`src/rtl/axil_arbiter_2.sv`:
```
// Two-master to one-slave AXI4-Lite arbiter with independent read and write grants.
// Build option: define AXIL_ARB_RR_EN for round-robin on contested requests (default: a0 first).
module axil_arbiter_2 #(
  parameter int unsigned DATA_WIDTH = 32,
  parameter int unsigned ADDR_WIDTH = 32,
  parameter int unsigned STRB_WIDTH = DATA_WIDTH / 8
) (
  input  logic                  aclk,
  input  logic                  aresetn,
  // master a0
  input  logic                  a0_awvalid,
  input  logic [ADDR_WIDTH-1:0] a0_awaddr,
  output logic                  a0_awready,
  input  logic                  a0_wvalid,
  input  logic [DATA_WIDTH-1:0] a0_wdata,
  input  logic [STRB_WIDTH-1:0] a0_wstrb,
  output logic                  a0_wready,
  output logic                  a0_bvalid,
  output logic [1:0]            a0_bresp,
  input  logic                  a0_bready,
  input  logic                  a0_arvalid,
  input  logic [ADDR_WIDTH-1:0] a0_araddr,
  output logic                  a0_arready,
  output logic                  a0_rvalid,
  output logic [DATA_WIDTH-1:0] a0_rdata,
  output logic [1:0]            a0_rresp,
  input  logic                  a0_rready,
  // master a1
  input  logic                  a1_awvalid,
  input  logic [ADDR_WIDTH-1:0] a1_awaddr,
  output logic                  a1_awready,
  input  logic                  a1_wvalid,
  input  logic [DATA_WIDTH-1:0] a1_wdata,
  input  logic [STRB_WIDTH-1:0] a1_wstrb,
  output logic                  a1_wready,
  output logic                  a1_bvalid,
  output logic [1:0]            a1_bresp,
  input  logic                  a1_bready,
  input  logic                  a1_arvalid,
  input  logic [ADDR_WIDTH-1:0] a1_araddr,
  output logic                  a1_arready,
  output logic                  a1_rvalid,
  output logic [DATA_WIDTH-1:0] a1_rdata,
  output logic [1:0]            a1_rresp,
  input  logic                  a1_rready,
  // shared slave port
  output logic                  m_awvalid,
  output logic [ADDR_WIDTH-1:0] m_awaddr,
  input  logic                  m_awready,
  output logic                  m_wvalid,
  output logic [DATA_WIDTH-1:0] m_wdata,
  output logic [STRB_WIDTH-1:0] m_wstrb,
  input  logic                  m_wready,
  input  logic                  m_bvalid,
  input  logic [1:0]            m_bresp,
  output logic                  m_bready,
  output logic                  m_arvalid,
  output logic [ADDR_WIDTH-1:0] m_araddr,
  input  logic                  m_arready,
  input  logic                  m_rvalid,
  input  logic [DATA_WIDTH-1:0] m_rdata,
  input  logic [1:0]            m_rresp,
  output logic                  m_rready
);

  typedef enum logic [1:0] {WIdle, WAddr, WResp} w_state_e;
  typedef enum logic [1:0] {RIdle, RAddr, RData} r_state_e;

  // ---------------------------------------------------------------------------
  // Write channel
  // ---------------------------------------------------------------------------
  w_state_e w_state_q, w_state_d;
  logic     wgnt_q, wgnt_d;
  logic     aw_done_q, aw_done_d;
  logic     w_done_q, w_done_d;
  logic     w_win;
  logic     w_addr_act, w_resp_act;
  logic     g_awvalid, g_wvalid, g_bready;
  logic     aw_rdy, w_rdy, b_vld;

`ifdef AXIL_ARB_RR_EN
  logic wlast_q, wlast_d;
`endif

  always_comb begin
    if (a0_awvalid && a1_awvalid) begin
`ifdef AXIL_ARB_RR_EN
      w_win = ~wlast_q;
`else
      w_win = 1'b0;
`endif
    end else begin
      w_win = a1_awvalid;
    end
  end

  // Outputs are gated by aresetn so nothing is offered while reset is held.
  assign w_addr_act = aresetn && (w_state_q == WAddr);
  assign w_resp_act = aresetn && (w_state_q == WResp);

  assign g_awvalid = wgnt_q ? a1_awvalid : a0_awvalid;
  assign g_wvalid  = wgnt_q ? a1_wvalid  : a0_wvalid;
  assign g_bready  = wgnt_q ? a1_bready  : a0_bready;

  assign m_awaddr = wgnt_q ? a1_awaddr : a0_awaddr;
  assign m_wdata  = wgnt_q ? a1_wdata  : a0_wdata;
  assign m_wstrb  = wgnt_q ? a1_wstrb  : a0_wstrb;
  assign a0_bresp = m_bresp;
  assign a1_bresp = m_bresp;

  always_comb begin
    m_awvalid  = w_addr_act & g_awvalid & ~aw_done_q;
    m_wvalid   = w_addr_act & g_wvalid & ~w_done_q;
    m_bready   = w_resp_act & g_bready;
    aw_rdy     = w_addr_act & m_awready & ~aw_done_q;
    w_rdy      = w_addr_act & m_wready & ~w_done_q;
    b_vld      = w_resp_act & m_bvalid;
    a0_awready = aw_rdy & ~wgnt_q;
    a1_awready = aw_rdy & wgnt_q;
    a0_wready  = w_rdy & ~wgnt_q;
    a1_wready  = w_rdy & wgnt_q;
    a0_bvalid  = b_vld & ~wgnt_q;
    a1_bvalid  = b_vld & wgnt_q;
  end

  always_comb begin
    w_state_d = w_state_q;
    wgnt_d    = wgnt_q;
    aw_done_d = aw_done_q;
    w_done_d  = w_done_q;
`ifdef AXIL_ARB_RR_EN
    wlast_d   = wlast_q;
`endif
    unique case (w_state_q)
      WIdle: begin
        if (a0_awvalid || a1_awvalid) begin
          wgnt_d    = w_win;
          w_state_d = WAddr;
        end
      end
      WAddr: begin
        aw_done_d = aw_done_q | (m_awvalid & m_awready);
        w_done_d  = w_done_q | (m_wvalid & m_wready);
        if (aw_done_d && w_done_d) begin
          w_state_d = WResp;
          aw_done_d = 1'b0;
          w_done_d  = 1'b0;
        end
      end
      WResp: begin
        if (m_bvalid && m_bready) begin
`ifdef AXIL_ARB_RR_EN
          wlast_d = wgnt_q;
`endif
          w_state_d = WIdle;
        end
      end
      default: w_state_d = WIdle;
    endcase
  end

  always_ff @(posedge aclk) begin
    if (!aresetn) begin
      w_state_q <= WIdle;
      wgnt_q    <= 1'b0;
      aw_done_q <= 1'b0;
      w_done_q  <= 1'b0;
    end else begin
      w_state_q <= w_state_d;
      wgnt_q    <= wgnt_d;
      aw_done_q <= aw_done_d;
      w_done_q  <= w_done_d;
    end
  end

`ifdef AXIL_ARB_RR_EN
  // Reset to a1 as "last" so a0 wins the first contested round.
  always_ff @(posedge aclk) begin
    if (!aresetn) begin
      wlast_q <= 1'b1;
    end else begin
      wlast_q <= wlast_d;
    end
  end
`endif

  // ---------------------------------------------------------------------------
  // Read channel
  // ---------------------------------------------------------------------------
  r_state_e r_state_q, r_state_d;
  logic     rgnt_q, rgnt_d;
  logic     r_win;
  logic     r_addr_act, r_data_act;
  logic     g_arvalid, g_rready;
  logic     ar_rdy, r_vld;

`ifdef AXIL_ARB_RR_EN
  logic rlast_q, rlast_d;
`endif

  always_comb begin
    if (a0_arvalid && a1_arvalid) begin
`ifdef AXIL_ARB_RR_EN
      r_win = ~rlast_q;
`else
      r_win = 1'b0;
`endif
    end else begin
      r_win = a1_arvalid;
    end
  end

  assign r_addr_act = aresetn && (r_state_q == RAddr);
  assign r_data_act = aresetn && (r_state_q == RData);

  assign g_arvalid = rgnt_q ? a1_arvalid : a0_arvalid;
  assign g_rready  = rgnt_q ? a1_rready  : a0_rready;

  assign m_araddr = rgnt_q ? a1_araddr : a0_araddr;
  assign a0_rdata = m_rdata;
  assign a1_rdata = m_rdata;
  assign a0_rresp = m_rresp;
  assign a1_rresp = m_rresp;

  always_comb begin
    m_arvalid  = r_addr_act & g_arvalid;
    m_rready   = r_data_act & g_rready;
    ar_rdy     = r_addr_act & m_arready;
    r_vld      = r_data_act & m_rvalid;
    a0_arready = ar_rdy & ~rgnt_q;
    a1_arready = ar_rdy & rgnt_q;
    a0_rvalid  = r_vld & ~rgnt_q;
    a1_rvalid  = r_vld & rgnt_q;
  end

  always_comb begin
    r_state_d = r_state_q;
    rgnt_d    = rgnt_q;
`ifdef AXIL_ARB_RR_EN
    rlast_d   = rlast_q;
`endif
    unique case (r_state_q)
      RIdle: begin
        if (a0_arvalid || a1_arvalid) begin
          rgnt_d    = r_win;
          r_state_d = RAddr;
        end
      end
      RAddr: begin
        if (m_arvalid && m_arready) begin
          r_state_d = RData;
        end
      end
      RData: begin
        if (m_rvalid && m_rready) begin
`ifdef AXIL_ARB_RR_EN
          rlast_d = rgnt_q;
`endif
          r_state_d = RIdle;
        end
      end
      default: r_state_d = RIdle;
    endcase
  end

  always_ff @(posedge aclk) begin
    if (!aresetn) begin
      r_state_q <= RIdle;
      rgnt_q    <= 1'b0;
    end else begin
      r_state_q <= r_state_d;
      rgnt_q    <= rgnt_d;
    end
  end

`ifdef AXIL_ARB_RR_EN
  always_ff @(posedge aclk) begin
    if (!aresetn) begin
      rlast_q <= 1'b1;
    end else begin
      rlast_q <= rlast_d;
    end
  end
`endif

endmodule

```
`config.mk`:
```
export PLATFORM = sky130hd
export DESIGN_NAME = axil_arbiter_2
export DESIGN_NICKNAME = d
export VERILOG_FILES = /design/src/rtl/axil_arbiter_2.sv
export SDC_FILE = /design/constraint.sdc
export NUM_CORES = 1
export LEC_CHECK = 0
export ABC_AREA = 1
export BUFFER_PORTS_ARGS = -buffer_cell sky130_fd_sc_hd__buf_2
export CORE_AREA = 3 3 172 174
export DETAILED_ROUTE_END_ITERATION = 10
export DIE_AREA = 0 0 175 177
export GPL_ROUTABILITY_DRIVEN = 1
export PLACE_DENSITY = 0.37
export SLEW_MARGIN = 25
export SYNTH_ARGS = -nofsm -noshare
export SYNTH_HDL_FRONTEND = slang
export SYNTH_SLANG_ARGS = --single-unit
```
`constraint.sdc`:
```
create_clock -name aclk -period 1.75 [get_ports aclk]
set_input_delay 0.35 -clock aclk [delete_from_list [all_inputs] [get_ports aclk]]
set_output_delay 0.35 -clock aclk [all_outputs]
set_load 0.01 [all_outputs]
```
# --- Word level (Yosys, flattened, before mapping) ---
# Index checks and enable logic that the tools add are counted.
totals:
  reg_bits: 8
  in_bits: 253
op_classes:
  n_eq_ne: 10
  mux: 21
  bitwise: 32
  reduce_logical: 18
ops:
  columns: ["op", "count"]
  rows:
  - ["32-bit two-way mux", 3]
  - ["1-bit AND", 26]
  - ["2-bit two-way mux", 6]
  - ["2-bit one-hot mux with 3 select lines", 2]
  - ["1-bit logical AND", 10]
  - ["1-bit two-way mux", 9]
  - ["2-bit by 1-bit != test with 1-bit output (second input constant)", 4]
  - ["3-bit AND reduction", 2]
  - ["2-bit by 1-bit equality test with 1-bit output (second input constant)", 2]
  - ["2-bit equality test (second input constant)", 2]
  - ["2-bit zero test", 2]
  - ["4-bit two-way mux", 1]
  - ["2-bit != test (second input constant)", 2]
  - ["1-bit inverter", 4]
  - ["2-bit AND reduction", 2]
  - ["1-bit logical OR", 2]
  - ["1-bit OR", 2]

# --- Longest topological paths before layout ---
depth:
  depth_word: 9
  depth_mapped: 8
  mapped_depth_nobuf: 8

# --- Worst setup path after synthesis ---
# Ideal clock, no wire load.
synth_timing:
  path_type: "input port to output port"
  start: "input port aresetn"
  end: "output port m_bready"
  arrival_time_ps: 1028
  required_ps: 1400
  slack_ps: 372
  stages: 3
  cell_sequence: "inv_1 > clkbuf_1 > nor4_1"
synth_via:
  elab_chain_cells: 2
synth_rtl:
  columns: ["item", "line_no", "source"]
  rows:
  - ["start: declaration", "9", "input logic aresetn,"]
  - ["1-bit logical AND", "99", "assign w_resp_act = aresetn && (w_state_q == WResp);"]
  - ["1-bit AND", "114", "m_bready = w_resp_act & g_bready;"]
  - ["end: declaration", "56", "output logic m_bready,"]
# Every way passes these cells.

# --- Final worst setup path ---
layout_timing:
  start: "register r_state_q[0]"
  end: "output port a0_arready"
layout_via:
  elab_chain_cells: 4
layout_rtl:
  columns: ["item", "line_no", "source"]
  rows:
  - ["start: declaration", "190", "r_state_e r_state_q, r_state_d;"]
  - ["start signal: assignment", "268", "r_state_q <= RIdle;"]
  - ["start signal: assignment", "271", "r_state_q <= r_state_d;"]
  - ["2-bit by 1-bit equality test with 1-bit output", "213", "assign r_addr_act = aresetn && (r_state_q == RAddr);"]
  - ["1-bit logical AND", "213", null]
  - ["1-bit AND", "228", "ar_rdy = r_addr_act & m_arready;"]
  - ["1-bit AND", "230", "a0_arready = ar_rdy & ~rgnt_q;"]
  - ["end: declaration", "23", "output logic a0_arready,"]
# Every way passes these cells.

==> impl_metrics.csv <==
group,metric,value,unit
timing,whs,313.3,ps
yosys,syn_area,0.002338,mm²
finish,fillcell_total,3332,
clocking,clk_path_buf_depth,2,
clocking,cts.repair_timing.setup_buffer_count,0,
die,placement_rows,61,
timing,finalWorstSetupSlack,78.35,ps
timing,rsz_0062_raised_after_global_routing,"true",
yosys,synth_fp_nets,746,
timing,totalNegativeSetupSlack,0,ps
yosys,netlist-cell-type-count,23,
finish,drive_gt1_share,48.39,%
drt,remaining_drc_errors,0,
drt,first_iter_violations,112,
global_route,global_route.overflow_total,0,
critical_path,path_max_fanout,6,
clocking,clock_sinks,8,
global_route,grt_first_pass_wirelength,17370,µm
outcome,status,"completed",
power,power.static_leakage,2.580,nW
timing,clock_skews,6.414,ps
critical_path,worst_ep_arrival_time,1320,ps
power,p_sw,0.0007423,W
yosys,asyncSetResetFlopFracSynth,0,%
die,initial_core_util,8.371,%
placement,post_dp_hpwl,10720,µm
clocking,cts_htree_levels,1,
clocking,clock_tree_from_tritoncts,"built",
placement,gp_routability_congestion,0.6666,
worst_hold_path,hold_path_cell_cnt,2,
power,power.ir.vdd_worst,0.2624,mV
clocking,clk_root_buffer_cell,"sky130_fd_sc_hd__clkbuf_16",
power,power_frac_seq,12.3,%
global_route,grt_pass1_vias,3457,
global_route,groute.usage.overall,6.937,%
placement,io_buffer_count,331,
critical_path,critPathLaunchType,"register",
drt,wl_per_cell,11.60,µm
timing,finalWorstPathRequiredPeriod,1672,ps
yosys,synthFlopType,"sky130_fd_sc_hd__dfxtp_1",
timing,worst_slew_margin_rel,78.35,%
critical_path,worst_r2r_endpoint,"w_state_q[0]",
critical_path,ff2ff_setup_slack,360,ps
die,core-area,0.02793,mm²
clocking,cts-buffers-inserted,3,
clocking,cts_hold_buffers,0,
worst_hold_path,hold_path_class,"input port to register",
critical_path,worst_setup_path_endpoint,"a0_arready",
critical_path,count_of_cells_along_the_worst_register_to_register_path,7,
power,power.combinational.fraction,63.9,%
global_route,pin_count_of_the_biggest_net_entering_global_routing,54,
critical_path,crit_path_end_kind,"output port",
yosys,ys_ff_latch,8,
power,power.density,422.8,mW/mm²
power,p_clk_share,23.8,%
yosys,ys.warnings.count,0,
yosys,synth_edf_count,0,
drt,num_vias,3734,
drt,via_per_inst,3.328,
yosys,syn-instance-count,493,
timing,layout_worst_path_cycle_share,95.52,%
die,io_pins,440,
timing,achievable-frequency,598.2,MHz
finish,synthToLayoutAreaGrowth,75.66,%
flow_run,max_cap_viol_count,0,
finish,number_of_diodes_added_for_antenna_fixing,0,
finish,final_nets,999,
drt,post_detailed_route_count_of_antenna_violating_nets,0,
timing,hold_viol_final,0,
drt,firstDrtPassIters,4,
critical_path,timing.critical_path.required,1400,ps
die,die_area,0.03098,mm²
die,die_height,177,µm
timing,drv_slew,0,
placement,placement.setup.worst_slack,81.44,ps
yosys,avgSynthCellArea,4.743,µm²
yosys,synth_sequential_area_ratio,6.849,%
clocking,clkTransAtPathRegs,40,ps
global_route,antenna_found_initial,2,
critical_path,rr_startpoint,"w_state_q[0]",
die,die_width,175,µm
timing,tightest_slew,323.6,ps
drt,drt-total-wl,13020,µm
power,sw_frac_of_total,42.74,%
timing,finalSetupViolations,0,
clocking,clkLatencyLatePin,240,ps
power,power_report.internal_total,0.0009945,W
critical_path,critical_path_class,"register to output port",
power,fin_total_pwr,0.001737,W
critical_path,worst_setup_path_startpoint,"r_state_q[0]",
==> critical path, stage by stage, from the launching register on <==
cell                      delay (ps)
sky130_fd_sc_hd__dfxtp_1         440
sky130_fd_sc_hd__nand4_1         320
sky130_fd_sc_hd__nor2_1          180
sky130_fd_sc_hd__buf_2           150
==> logic make-up after synthesis <==
group / count (synthesis) / synth area share [%]
AOI/OAI and AO/OA: 18 / 4.709
DFF: 8 / 6.848
muxes: 1 / 0.4281
and+or+nand+nor: 355 / 58.27
buffers and inverters: 111 / 29.75
==> layout by cell type, fill, tap and decap left out <==
cell type                   Yosys  routed
sky130_fd_sc_hd__nor3b_1        1       1
sky130_fd_sc_hd__nor4_1         2       1
sky130_fd_sc_hd__a211oi_1       3       3
sky130_fd_sc_hd__nor2_2         0       1
sky130_fd_sc_hd__or2_1          1       1
sky130_fd_sc_hd__dfxtp_4        0       1
sky130_fd_sc_hd__nand3_2        0       2
sky130_fd_sc_hd__a21oi_1        8       8
sky130_fd_sc_hd__dfxtp_1        8       7
sky130_fd_sc_hd__o21bai_2       1       1
sky130_fd_sc_hd__inv_2          2       2
sky130_fd_sc_hd__o21a_1         1       1
sky130_fd_sc_hd__buf_4         72       7
sky130_fd_sc_hd__buf_2          1     331
sky130_fd_sc_hd__nor2_1        21      20
sky130_fd_sc_hd__buf_12         0       1
sky130_fd_sc_hd__nor3_2         0       1
sky130_fd_sc_hd__inv_1         14      13
sky130_fd_sc_hd__a21oi_2        1       1
sky130_fd_sc_hd__nand4_1        2       2
sky130_fd_sc_hd__nor4_2         0       1
sky130_fd_sc_hd__nand2_1      317     315
sky130_fd_sc_hd__nand2_2        0       2
sky130_fd_sc_hd__nand3_1        7       5
sky130_fd_sc_hd__nor3_1         4       3
sky130_fd_sc_hd__buf_6          1       1
sky130_fd_sc_hd__mux2i_2        0       1
sky130_fd_sc_hd__inv_4          0       1
sky130_fd_sc_hd__clkbuf_16      0       5
sky130_fd_sc_hd__buf_16         0       1
sky130_fd_sc_hd__o21ai_0        4       4
==> flip-flops by register name (all words and copies together), names as in the netlist <==
| signal | count |
|---|---|
| aw_done_q | 1 |
| wgnt_q | 1 |
| w_done_q | 1 |
| r_state_q | 2 |
| w_state_q | 2 |
| rgnt_q | 1 |
==> power by group through the flow <==
| stage | Combinational [W] | Sequential, W | Clock (W) |
|---|---|---|---|
| floorplan | 0.000672 | 0.000206 | 0 |
| global placement | 0.00109 | 0.000214 | 0 |
| detailed placement | 0.00108 | 0.000214 | 0 |
| CTS | 0.00109 | 0.000211 | 0.000428 |
| global route | 0.00124 | 0.000216 | 0.000442 |
| finish | 0.00111 | 0.000214 | 0.000413 |
==> cell usage after synthesis (3+ instances only) <==
cell | n | share of area (%)
sky130_fd_sc_hd__o21ai_0 | 4 | 0.86
sky130_fd_sc_hd__nor3_1 | 4 | 0.86
sky130_fd_sc_hd__clkbuf_1 | 18 | 2.9
sky130_fd_sc_hd__buf_4 | 72 | 23
sky130_fd_sc_hd__nand3_1 | 7 | 1.5
sky130_fd_sc_hd__nand2_1 | 317 | 51
sky130_fd_sc_hd__a21oi_1 | 8 | 1.7
sky130_fd_sc_hd__nor2_1 | 21 | 3.4
sky130_fd_sc_hd__buf_1 | 3 | 0.48
sky130_fd_sc_hd__inv_1 | 14 | 2.2
sky130_fd_sc_hd__a211oi_1 | 3 | 0.96
sky130_fd_sc_hd__dfxtp_1 | 8 | 6.8
==> through the flow <==
stage	cells	cell area, µm²	utilization (%)
floorplan	493	2338	-
global placement	1117	3934	14.08
detailed placement	1117	3934	14.08
CTS	1120	4024	14.40
global route	1122	4108	14.70
finish	1122	4108	14.70
==> final cells by class <==
type | count | area (µm²) | share of cell area [%]
timing repair buffer | 343 | 1818 | 44.26
multi-input combinational | 374 | 1515 | 36.89
tap | 378 | 473.0 | 11.51
sequential | 8 | 163.9 | 3.990
clock buffer | 3 | 75.07 | 1.828
inverter | 16 | 62.56 | 1.523
==> how the worst min path moves through the flow <==
stage,from,end,slack (ps)
floorplan,a0_awvalid,wgnt_q,450
global placement,r_state_q[0],r_state_q[0],550
detailed placement,r_state_q[0],r_state_q[0],550
CTS,a0_awvalid,wgnt_q,310
global route,a0_arvalid,rgnt_q,320
finish,a0_awvalid,wgnt_q,310
==> metal layers <==
metal	share of wire, %	up-vias	GRT usage, %
met5	0.21	-	0
li1	-	1918	-
met1	37	1523	6.997
met3	11	34	2.767
met2	50	255	13.10
met4	2.5	4	2.094
==> repair_timing <==
item,CTS,global route
endpoints found under the setup margin,2,12
resized for setup,4,9
gates cloned,0,2
Note: power is estimated with default switching activity, not from simulation.
